==> config.mk <==
export PLATFORM = sky130hd
export DESIGN_NAME = btn_debounce
export DESIGN_NICKNAME = d
export VERILOG_FILES = /design/src/rtl/btn_debounce.sv
export SDC_FILE = /design/constraint.sdc
export NUM_CORES = 1
export LEC_CHECK = 0
export CAP_MARGIN = 40
export CORE_ASPECT_RATIO = 1.75
export CORE_MARGIN = 8
export CORE_UTILIZATION = 55
export CTS_CLUSTER_SIZE = 12
export DETAILED_ROUTE_END_ITERATION = 6
export PLACE_DENSITY = 0.75
export SYNTH_ARGS = -nofsm -noshare
export SYNTH_HDL_FRONTEND = slang
export SYNTH_SLANG_ARGS = --single-unit
==> constraint.sdc <==
create_clock -name clk -period 2.13 [get_ports clk]
set_clock_uncertainty 0.15 [all_clocks]
set_input_delay 0.426 -clock clk [delete_from_list [all_inputs] [get_ports clk]]
set_output_delay 0.426 -clock clk [all_outputs]
set_load 0.05 [all_outputs]
==> src/rtl/btn_debounce.sv <==
// Button front end: two-flop synchronisers, per-button stability filters with press pulses,
// and a post-command lockout timer that reports completion once both buttons are released.
module btn_debounce #(
  parameter int unsigned DB_CYCLES = 500000,
  parameter int unsigned CNT_W     = 20
) (
  input  logic clk,
  input  logic rst,
  input  logic c_raw,
  input  logic ss_raw,
  input  logic strt_pls,
  output logic c_btn,
  output logic ss_btn,
  output logic db_done,
  output logic busy
);

  localparam logic [CNT_W-1:0] CntMax = CNT_W'(DB_CYCLES - 1);

  typedef enum logic [1:0] {LIdle, LCount, LWrel, LDone} lock_state_e;

  // Bit 0 is the clear button, bit 1 is start/stop.
  logic [1:0]            s1_q, s1_d, s2_q, s2_d;
  logic [1:0]            lvl_q, lvl_d;
  logic [1:0]            pls_q, pls_d;
  logic [1:0][CNT_W-1:0] cnt_q, cnt_d;

  lock_state_e           state_q, state_d;
  logic [CNT_W-1:0]      tcnt_q, tcnt_d;
  logic                  done_q, done_d;
  logic                  busy_q, busy_d;

  always_comb begin
    s1_d  = {ss_raw, c_raw};
    s2_d  = s1_q;
    lvl_d = lvl_q;
    cnt_d = cnt_q;
    pls_d = '0;
    for (int i = 0; i < 2; i++) begin
      if (s2_q[i] != lvl_q[i]) begin
        if (cnt_q[i] == CntMax) begin
          lvl_d[i] = s2_q[i];
          cnt_d[i] = '0;
          // A press qualified during lockout still updates the level but is dropped.
          pls_d[i] = s2_q[i] & ~busy_q;
        end else begin
          cnt_d[i] = cnt_q[i] + 1'b1;
        end
      end else begin
        cnt_d[i] = '0;
      end
    end
  end

  always_comb begin
    state_d = state_q;
    tcnt_d  = tcnt_q;
    done_d  = 1'b0;
    unique case (state_q)
      LIdle: begin
        if (strt_pls) begin
          state_d = LCount;
          tcnt_d  = '0;
        end
      end
      LCount: begin
        if (strt_pls) begin
          tcnt_d = '0;
        end else if (tcnt_q == CntMax) begin
          state_d = LWrel;
          tcnt_d  = '0;
        end else begin
          tcnt_d = tcnt_q + 1'b1;
        end
      end
      LWrel: begin
        if (strt_pls) begin
          state_d = LCount;
          tcnt_d  = '0;
        end else if (lvl_q == 2'b00) begin
          state_d = LDone;
          done_d  = 1'b1;
        end
      end
      LDone: begin
        state_d = LIdle;
      end
      default: begin
        state_d = LIdle;
      end
    endcase
    busy_d = (state_d != LIdle);
  end

  always_ff @(posedge clk or negedge rst) begin
    if (!rst) begin
      s1_q    <= '0;
      s2_q    <= '0;
      lvl_q   <= '0;
      pls_q   <= '0;
      cnt_q   <= '0;
      state_q <= LIdle;
      tcnt_q  <= '0;
      done_q  <= 1'b0;
      busy_q  <= 1'b0;
    end else begin
      s1_q    <= s1_d;
      s2_q    <= s2_d;
      lvl_q   <= lvl_d;
      pls_q   <= pls_d;
      cnt_q   <= cnt_d;
      state_q <= state_d;
      tcnt_q  <= tcnt_d;
      done_q  <= done_d;
      busy_q  <= busy_d;
    end
  end

  assign c_btn   = pls_q[0];
  assign ss_btn  = pls_q[1];
  assign db_done = done_q;
  assign busy    = busy_q;

endmodule
==> metrics, run 1 <==
simple-gate area share of the yosys netlist 0.267; dpl ws 0.0362 ns; DR iter-0 viols 158; CTS tree built; die height 123 um; overall die area 9510 sq um; clock root cell clkbuf_16; Routed Antenna Nets 0; area of the multi-input gates 1740 sq um; layout cells sized above 1 0.214; CP Class reg2reg; DRC Markers 0; cells after synthesis 352; Antenna Cells 0; PortBufs 8; DP Wirelength 4820 um; post-synthesis mux area share 0.00728; chip width 77.2 um; final WL 7080 um; Final setup viols 0; Cell variety after synth 34; Vias/cell 5.48; Worst Tran Pin Value 0.500 ns; DR WL/cell 14.8 um; Fin Hold WS 0.196 ns; largest family of logic cells by synthesized area simple AND/OR/NAND/NOR gates; Peak VDD IR 0.431 mV; CP arrival 2.11 ns; GPL Wtd Cong 0.833; clock period minus worst slack 2.05 ns; RSZ-0062 raised after global routing no; Setup TNS Final 0 ns; CTS Sinks 72; Synth Area in XOR/XNOR 0.136; Synthesized Nets 360; placed instance area 3930 sq um; global-route wire length before repair 12300 um; Synth Cell Area 3610 sq um; IO Pins 9; Post-synth ARST share 1.00; Core ar. 6440 sq um; initial antenna violation count 0; Worst setup EP type register; Finished Layout Cells 479; fraction of the mapped netlist area in compound gates 0.0555; pwr/cell area 697 nW/um^2; crit-path max FO 4; syn avg cell area 10.3 sq um; most used flip-flop cell after synthesis dfrtp_1; fin crit share 0.963; maxcap violations 0; Final Core Density 0.672; largest net degree at the start of global routing 40; CP bufs+invs 0; Nets 400; Slowest-stage cell, CP or4_1; Area growth syn-to-layout 19.9%; crit start category register; final instance area 4330 sq um; post-synthesis register bit count 72; row cnt 39; Worst path top cell family by delay simple AND/OR/NAND/NOR gates; status finished clean; GRT overflow 0; Leakage 1.87 nW; CTS Buffer Depth 2; Design Power 3.02 mW; yosys warns 0; Data required, critical path 2.19 ns; adder-cell area share of the yosys netlist 0.0104; relative slew slack 0.666; Clk pin slew, worst setup/hold paths 0.06 ns; H-tree lvl count 3; fmax 0.488 GHz; Hold Vio Cnt, Final 0; initial core utilization 0.560; clk_lat worst skew 0.33 ns; Slew Limit Fails 0; fill count 515; Hold Crit Class reg2reg; Post-synth EDFFs 0; vias in the first global route 2772; total track usage 0.161; Placed Cells incl. Taps 456; register area 1800 sq um; final worst slack 0.0794 ns; Seq/Total Area, Yosys 0.499; Pre-antenna DRT Iters 4; CP max stage delay 0.52 ns; total CTS buffers 9; DR vias 2623; CP Cell Sequence or4_1 -> nand2b_1 -> or3_4 -> mux2_4
-- final timing paths --
check / start / depth (start not counted) / slack (ns) / end
hold / removal: s1_q[1]$_DFF_PN0_ / 0 / 0.20 / s2_q[1]$_DFF_PN0_
setup reg to reg: cnt_q[29]$_DFF_PN0_ / 4 / 0.08 / lvl_q[1]$_DFFE_PN0P_
max in group asynchronous: rst / 3 / 0.84 / cnt_q[6]$_DFF_PN0_
min in group asynchronous: rst / 2 / 0.44 / cnt_q[37]$_DFF_PN0_
hold reg to reg: s1_q[1]$_DFF_PN0_ / 0 / 0.20 / s2_q[1]$_DFF_PN0_
setup / recovery: cnt_q[29]$_DFF_PN0_ / 4 / 0.08 / lvl_q[1]$_DFFE_PN0P_
-- synthesized netlist by cell type, types with 2 or more instances --
cell      count  share of area
a21oi_1       3         0.0042
and3_1       12          0.021
and4_1        2         0.0049
buf_12        3          0.017
clkbuf_1      3         0.0031
dfrtp_1      72           0.50
ha_1          3          0.010
inv_1         4         0.0042
nand2_1      42          0.044
nand2b_1      5         0.0087
nand3_1      30          0.042
nand4_1       9          0.016
nor2_1       39          0.041
nor2_2       10          0.017
nor3_1       11          0.015
nor3b_1       2         0.0042
nor4_1        6          0.010
nor4b_1       3         0.0073
o21ai_0       2         0.0028
o21ai_2      20          0.049
or3_4         3         0.0094
or4b_1        2         0.0055
xnor2_1      23          0.056
xor2_1       33          0.080
-- metal layers --
| layer | track usage | wire length (um) |
|---|---|---|
| met5 | 0 | 0 |
| met2 | 0.293 | 3820 |
| met4 | 0.0903 | 202 |
| met1 | 0.167 | 2860 |
| met3 | 0.0378 | 200 |
-- timing repair --
item,CTS,global route
endpoints found under the setup margin,0,34
buffers inserted,0,5
hold buffers,1,0
endpoints found under the hold margin,33,0
gates resized for setup,0,4
-- kinds of logic (layout without fill, tap and decap cells) --
| kind of cell | Yosys count | in the layout |
|---|---|---|
| compound gates | 25 | 25 |
| xor+xnor | 56 | 56 |
| fa+ha+maj | 3 | 3 |
| buf+inv | 11 | 56 |
| flops | 72 | 72 |
| mux | 2 | 2 |
| simple gates | 183 | 183 |
-- worst register-to-register path: stages (launching register included) --
cell and delay, ns:
dfrtp_1 0.41, or4_1 0.52, nand2b_1 0.16, or3_4 0.38, mux2_4 0.32
-- state kept, by name, indices dropped and copies added (netlist names) --
register,flops
busy,1
cnt_q,40
db_done,1
lvl_q,2
pls_q,2
s1_q,2
s2_q,2
state_q,2
tcnt_q,20
-- report_power, final --
part / switching [mW] / total, mW / internal [mW]
sequential: 0.0165 / 1.40 / 1.39
combinational: 0.0795 / 0.142 / 0.0625
clock: 0.535 / 1.47 / 0.935
total: 0.631 / 3.02 / 2.38
-- final cells by class --
cell class / count / share of cell area
sequential: 72 / 0.416
tap: 82 / 0.0237
multi-input combinational: 269 / 0.402
clock buffer: 11 / 0.0561
timing repair buffer: 36 / 0.0850
inverter: 4 / 0.00347
clock inverter: 5 / 0.0130
-- placed cells by master, fill, tap and decap left out, types with 11 or more instances in the layout --
cell type,netlist,layout
and3_1,12,12
nor2_1,39,39
nand3_1,30,29
xor2_1,33,33
buf_4,0,23
o21ai_2,20,20
xnor2_1,23,23
nor3_1,11,11
nand2_1,42,42
dfrtp_1,72,72
No activity file was read; power rests on OpenSTA's default activity.
==> inputs of run 2 (changes only) <==
--- a/constraint.sdc
+++ b/constraint.sdc
@@ -4,2 +4,2 @@
 set_output_delay 0.426 -clock clk [all_outputs]
-set_load 0.05 [all_outputs]
+set_load 0.01 [all_outputs]
==> metrics, run 2 (synthesis results as in run 1) <==
H-tree lvl count 3; Worst Tran Pin Value 0.562 ns; total track usage 0.158; dpl ws 0.0546 ns; CTS tree built; Data required, critical path 2.19 ns; total CTS buffers 9; crit start category register; clock period minus worst slack 2.06 ns; CP max stage delay 0.52 ns; register area 1800 sq um; initial antenna violation count 0; Area growth syn-to-layout 17.5%; final instance area 4240 sq um; Leakage 1.83 nW; Top Registers cnt_q x40, tcnt_q x20; commonest non-fill, non-tap cell in the layout dfrtp_1; Clk pin slew, worst setup/hold paths 0.05 ns; largest net degree at the start of global routing 45; Antenna Cells 0; Placed Cells incl. Taps 455; Pre-antenna DRT Iters 5; Final setup viols 0; Worst path top cell family by delay simple AND/OR/NAND/NOR gates; clk_lat worst skew 0.34 ns; fin crit share 0.968; Slew Limit Fails 0; vias in the first global route 2584; initial core utilization 0.560; CP Cell Sequence or4_1 -> nand2b_1 -> or3_4 -> mux2_4; layout cells sized above 1 0.190; Finished Layout Cells 472; Hold Crit Class reg2reg; CTS Buffer Depth 2; Routed Antenna Nets 0; GPL Wtd Cong 0.839; chip width 77.2 um; maxcap violations 0; area of the multi-input gates 1740 sq um; Post-CTS Setup Inserts 0; Core ar. 6440 sq um; PortBufs 8; CTS Sinks 72; DR vias 2605; fill count 511; CP arrival 2.13 ns; row cnt 39; DRC Markers 0; global-route wire length before repair 11900 um; clock root cell clkbuf_16; relative slew slack 0.626; Peak VDD IR 0.382 mV; Worst setup EP type register; final worst slack 0.0683 ns; CP bufs+invs 0; DR WL/cell 14.6 um; placed instance area 3930 sq um; crit-path max FO 4; fmax 0.485 GHz; most frequent cells in the layout dfrtp_1 (72), nand2_1 (42), nor2_1 (39), xor2_1 (33), nand3_1 (30); final WL 6900 um; top register by number of flip-flops cnt_q; IO Pins 9; overall die area 9510 sq um; Setup TNS Final 0 ns; pwr/cell area 698 nW/um^2; Final Core Density 0.658; CP Class reg2reg; Vias/cell 5.52; GRT overflow 0; RSZ-0062 raised after global routing no; Nets 393; DR iter-0 viols 182; Slowest-stage cell, CP or4_1; DP Wirelength 4760 um; die height 123 um; Hold Vio Cnt, Final 0; max FFs per register 40; status finished clean
## run 2: cell type report
| type | instances | share of cell area |
|---|---|---|
| clock buffers | 12 | 0.0558 |
| repair buffers | 29 | 0.0708 |
| well taps | 82 | 0.0242 |
| clock inverters | 4 | 0.0106 |
| inverters | 4 | 0.00354 |
| flip-flops and latches | 72 | 0.425 |
| multi-input cells | 269 | 0.410 |
## run 2: worst register-to-register path: stages, from the launching register on
cell	delay, ns
dfrtp_1	0.41
or4_1	0.52
nand2b_1	0.17
or3_4	0.39
mux2_4	0.31
## run 2: metrics by stage
step	hold WS (ns)	total power, mW
after floorplan	-0.0196	1.49
after global placement	0.187	1.55
after detailed placement	0.194	1.55
after CTS	0.206	2.99
after global routing	0.223	3.06
final	0.204	2.96
## run 2: report_power, final
part / internal [mW] / switching [mW]
registers: 1.39 / 0.0161
logic: 0.0514 / 0.0758
clock network: 0.900 / 0.531
## run 2: what timing repair did
| action | CTS | global route |
|---|---|---|
| gates resized for setup | 0 | 3 |
| setup endpoints to repair | 0 | 40 |
| hold buffers | 1 | 0 |
| endpoints found under the hold margin | 42 | 0 |
## run 2: worst paths after layout
| kind | from | slack [ns] | cells past startpoint | to |
|---|---|---|---|---|
| min | s1_q[1]$_DFF_PN0_ | 0.20 | 0 | s2_q[1]$_DFF_PN0_ |
| max in group asynchronous | rst | 0.81 | 3 | tcnt_q[18]$_DFFE_PN0P_ |
| max | cnt_q[29]$_DFF_PN0_ | 0.07 | 4 | lvl_q[1]$_DFFE_PN0P_ |
| min in group asynchronous | rst | 0.48 | 2 | cnt_q[36]$_DFF_PN0_ |
| min reg2reg | s1_q[1]$_DFF_PN0_ | 0.20 | 0 | s2_q[1]$_DFF_PN0_ |
| max reg2reg | cnt_q[29]$_DFF_PN0_ | 0.07 | 4 | lvl_q[1]$_DFFE_PN0P_ |
## run 2: layer usage
layer | vias up | part of all wire | GRT usage
li1 | 1274 | - | -
met1 | 1283 | 0.40 | 0.169
met2 | 32 | 0.54 | 0.278
met3 | 16 | 0.025 | 0.0298
met4 | 0 | 0.032 | 0.106
met5 | - | 0 | 0
==> inputs of run 3 (changes only) <==
--- a/config.mk
+++ b/config.mk
@@ -8,5 +8,7 @@
 export CAP_MARGIN = 40
+export CELL_PAD_IN_SITES_DETAIL_PLACEMENT = 1
+export CELL_PAD_IN_SITES_GLOBAL_PLACEMENT = 1
 export CORE_ASPECT_RATIO = 1.75
 export CORE_MARGIN = 8
-export CORE_UTILIZATION = 55
+export CORE_UTILIZATION = 44
 export CTS_CLUSTER_SIZE = 12
@@ -14,2 +16,3 @@
 export PLACE_DENSITY = 0.75
+export SLEW_MARGIN = 15
 export SYNTH_ARGS = -nofsm -noshare
==> constraint.sdc (replaced) <==
create_clock -name clk -period 2.13 [get_ports clk]
set_clock_uncertainty 0.15 [all_clocks]
set_input_delay 0.213 -clock clk [delete_from_list [all_inputs] [get_ports clk]]
set_output_delay 0.213 -clock clk [all_outputs]
set_load 0.01 [all_outputs]
==> metrics, run 3 (synthesis results as in run 1) <==
status finished clean; Finished Layout Cells 488; global-route wire length before repair 13800 um; total CTS buffers 9; Nets 402; CTS Buffer Depth 2; DR vias 2684; final worst slack 0.0762 ns; CTS tree built; clock root cell clkbuf_16; pwr/cell area 680 nW/um^2; CP Class reg2reg; top register by number of flip-flops cnt_q; relative slew slack 0.664; Antenna Cells 0; Clk pin slew, worst setup/hold paths 0.05 ns; max FFs per register 40; GPL Wtd Cong 0.795; Vias/cell 5.50; Top Registers cnt_q x40, tcnt_q x20; Area growth syn-to-layout 19.2%; DP Wirelength 5580 um; fin crit share 0.964; die height 136 um; area of the multi-input gates 1730 sq um; crit-path max FO 4; RSZ-0062 raised after global routing no; Slew Limit Fails 0; commonest non-fill, non-tap cell in the layout dfrtp_1; Routed Antenna Nets 0; Design Power 2.92 mW; Pre-antenna DRT Iters 4; clk_lat worst skew 0.34 ns; Core ar. 7960 sq um; initial antenna violation count 0; total track usage 0.154; dpl ws 0.0312 ns; fmax 0.487 GHz; final WL 7990 um; overall die area 11500 sq um; initial core utilization 0.453; PortBufs 8; DR WL/cell 16.4 um; register area 1800 sq um; fill count 888; Hold Vio Cnt, Final 0; H-tree lvl count 3; DR iter-0 viols 63; CP arrival 2.12 ns; Fin Hold WS 0.179 ns; crit start category register; vias in the first global route 2919; chip width 84.5 um; maxcap violations 0; Setup TNS Final 0 ns; layout cells sized above 1 0.206; Leakage 1.85 nW; Placed Cells incl. Taps 470; IO Pins 9; DRC Markers 0; Data required, critical path 2.20 ns; Final setup viols 0; most frequent cells in the layout dfrtp_1 (72), nand2_1 (42), nor2_1 (39), xor2_1 (33), nand3_1 (30); GRT overflow 0; clock period minus worst slack 2.05 ns; largest net degree at the start of global routing 35; CTS Sinks 72; Worst setup EP type register; Worst Tran Pin Value 0.503 ns; Peak VDD IR 0.400 mV; Hold Crit Class in2async; row cnt 43
==> run 3: cell types whose count changed in the layout (fill, tap and decap cells not counted), sizes merged <==
cell	change
clkinv	-3
bufinv	-1
clkbuf	+4
buf	+8
==> run 3: repair_timing <==
item                                    4_1_cts  5_1_grt
endpoints found under the setup margin        0       20
setup buffers                                 0        1
resized for setup                             0        3
hold buffers                                  1        0
endpoints found under the hold margin        56        0
==> run 3: worst max-delay path: stages, from the launching register on <==
cell	delay, ns
dfrtp_1	0.41
or4_1	0.53
nand2b_1	0.16
or3_4	0.38
mux2_4	0.31
==> run 3: stage by stage <==
step,util,instance area (sq um)
after global placement,0.499,3980
after CTS,0.534,4250
after floorplan,-,3610
after global routing,0.541,4300
final,0.541,4300
after detailed placement,0.499,3980
==> run 3: cell type report <==
cell class / count / share of cell area
tap: 90 / 0.0262
inverter: 4 / 0.00349
clock buffer: 15 / 0.0622
sequential: 72 / 0.419
timing repair buffer: 38 / 0.0866
multi-input combinational: 269 / 0.403
==> run 3: routing by layer <==
metal,up-vias,track usage,wire length [um]
met5,-,0,0
met4,0,0.101,251
met3,15,0.0320,216
met2,33,0.267,4310
met1,1351,0.165,3210
li1,1285,-,-
==> run 3: power by group <==
group	total (mW)	leakage [nW]	internal (mW)	switching, mW
Sequential	1.40	0.979	1.39	0.0160
Combinational	0.137	0.742	0.0567	0.0798
Clock	1.39	0.130	0.847	0.538
==> run 3: final timing paths <==
kind                                startpoint              endpoint  slack (ns)  cells past startpoint
max reg2reg                cnt_q[29]$_DFF_PN0_  lvl_q[1]$_DFFE_PN0P_        0.08                      4
min                                        rst   cnt_q[37]$_DFF_PN0_        0.18                      2
max in group asynchronous                  rst   cnt_q[29]$_DFF_PN0_        1.10                      3
max                        cnt_q[29]$_DFF_PN0_  lvl_q[1]$_DFFE_PN0P_        0.08                      4
min in group clk                         c_raw     s1_q[0]$_DFF_PN0_        0.18                      1
min reg2reg                  s1_q[1]$_DFF_PN0_     s2_q[1]$_DFF_PN0_        0.21                      0
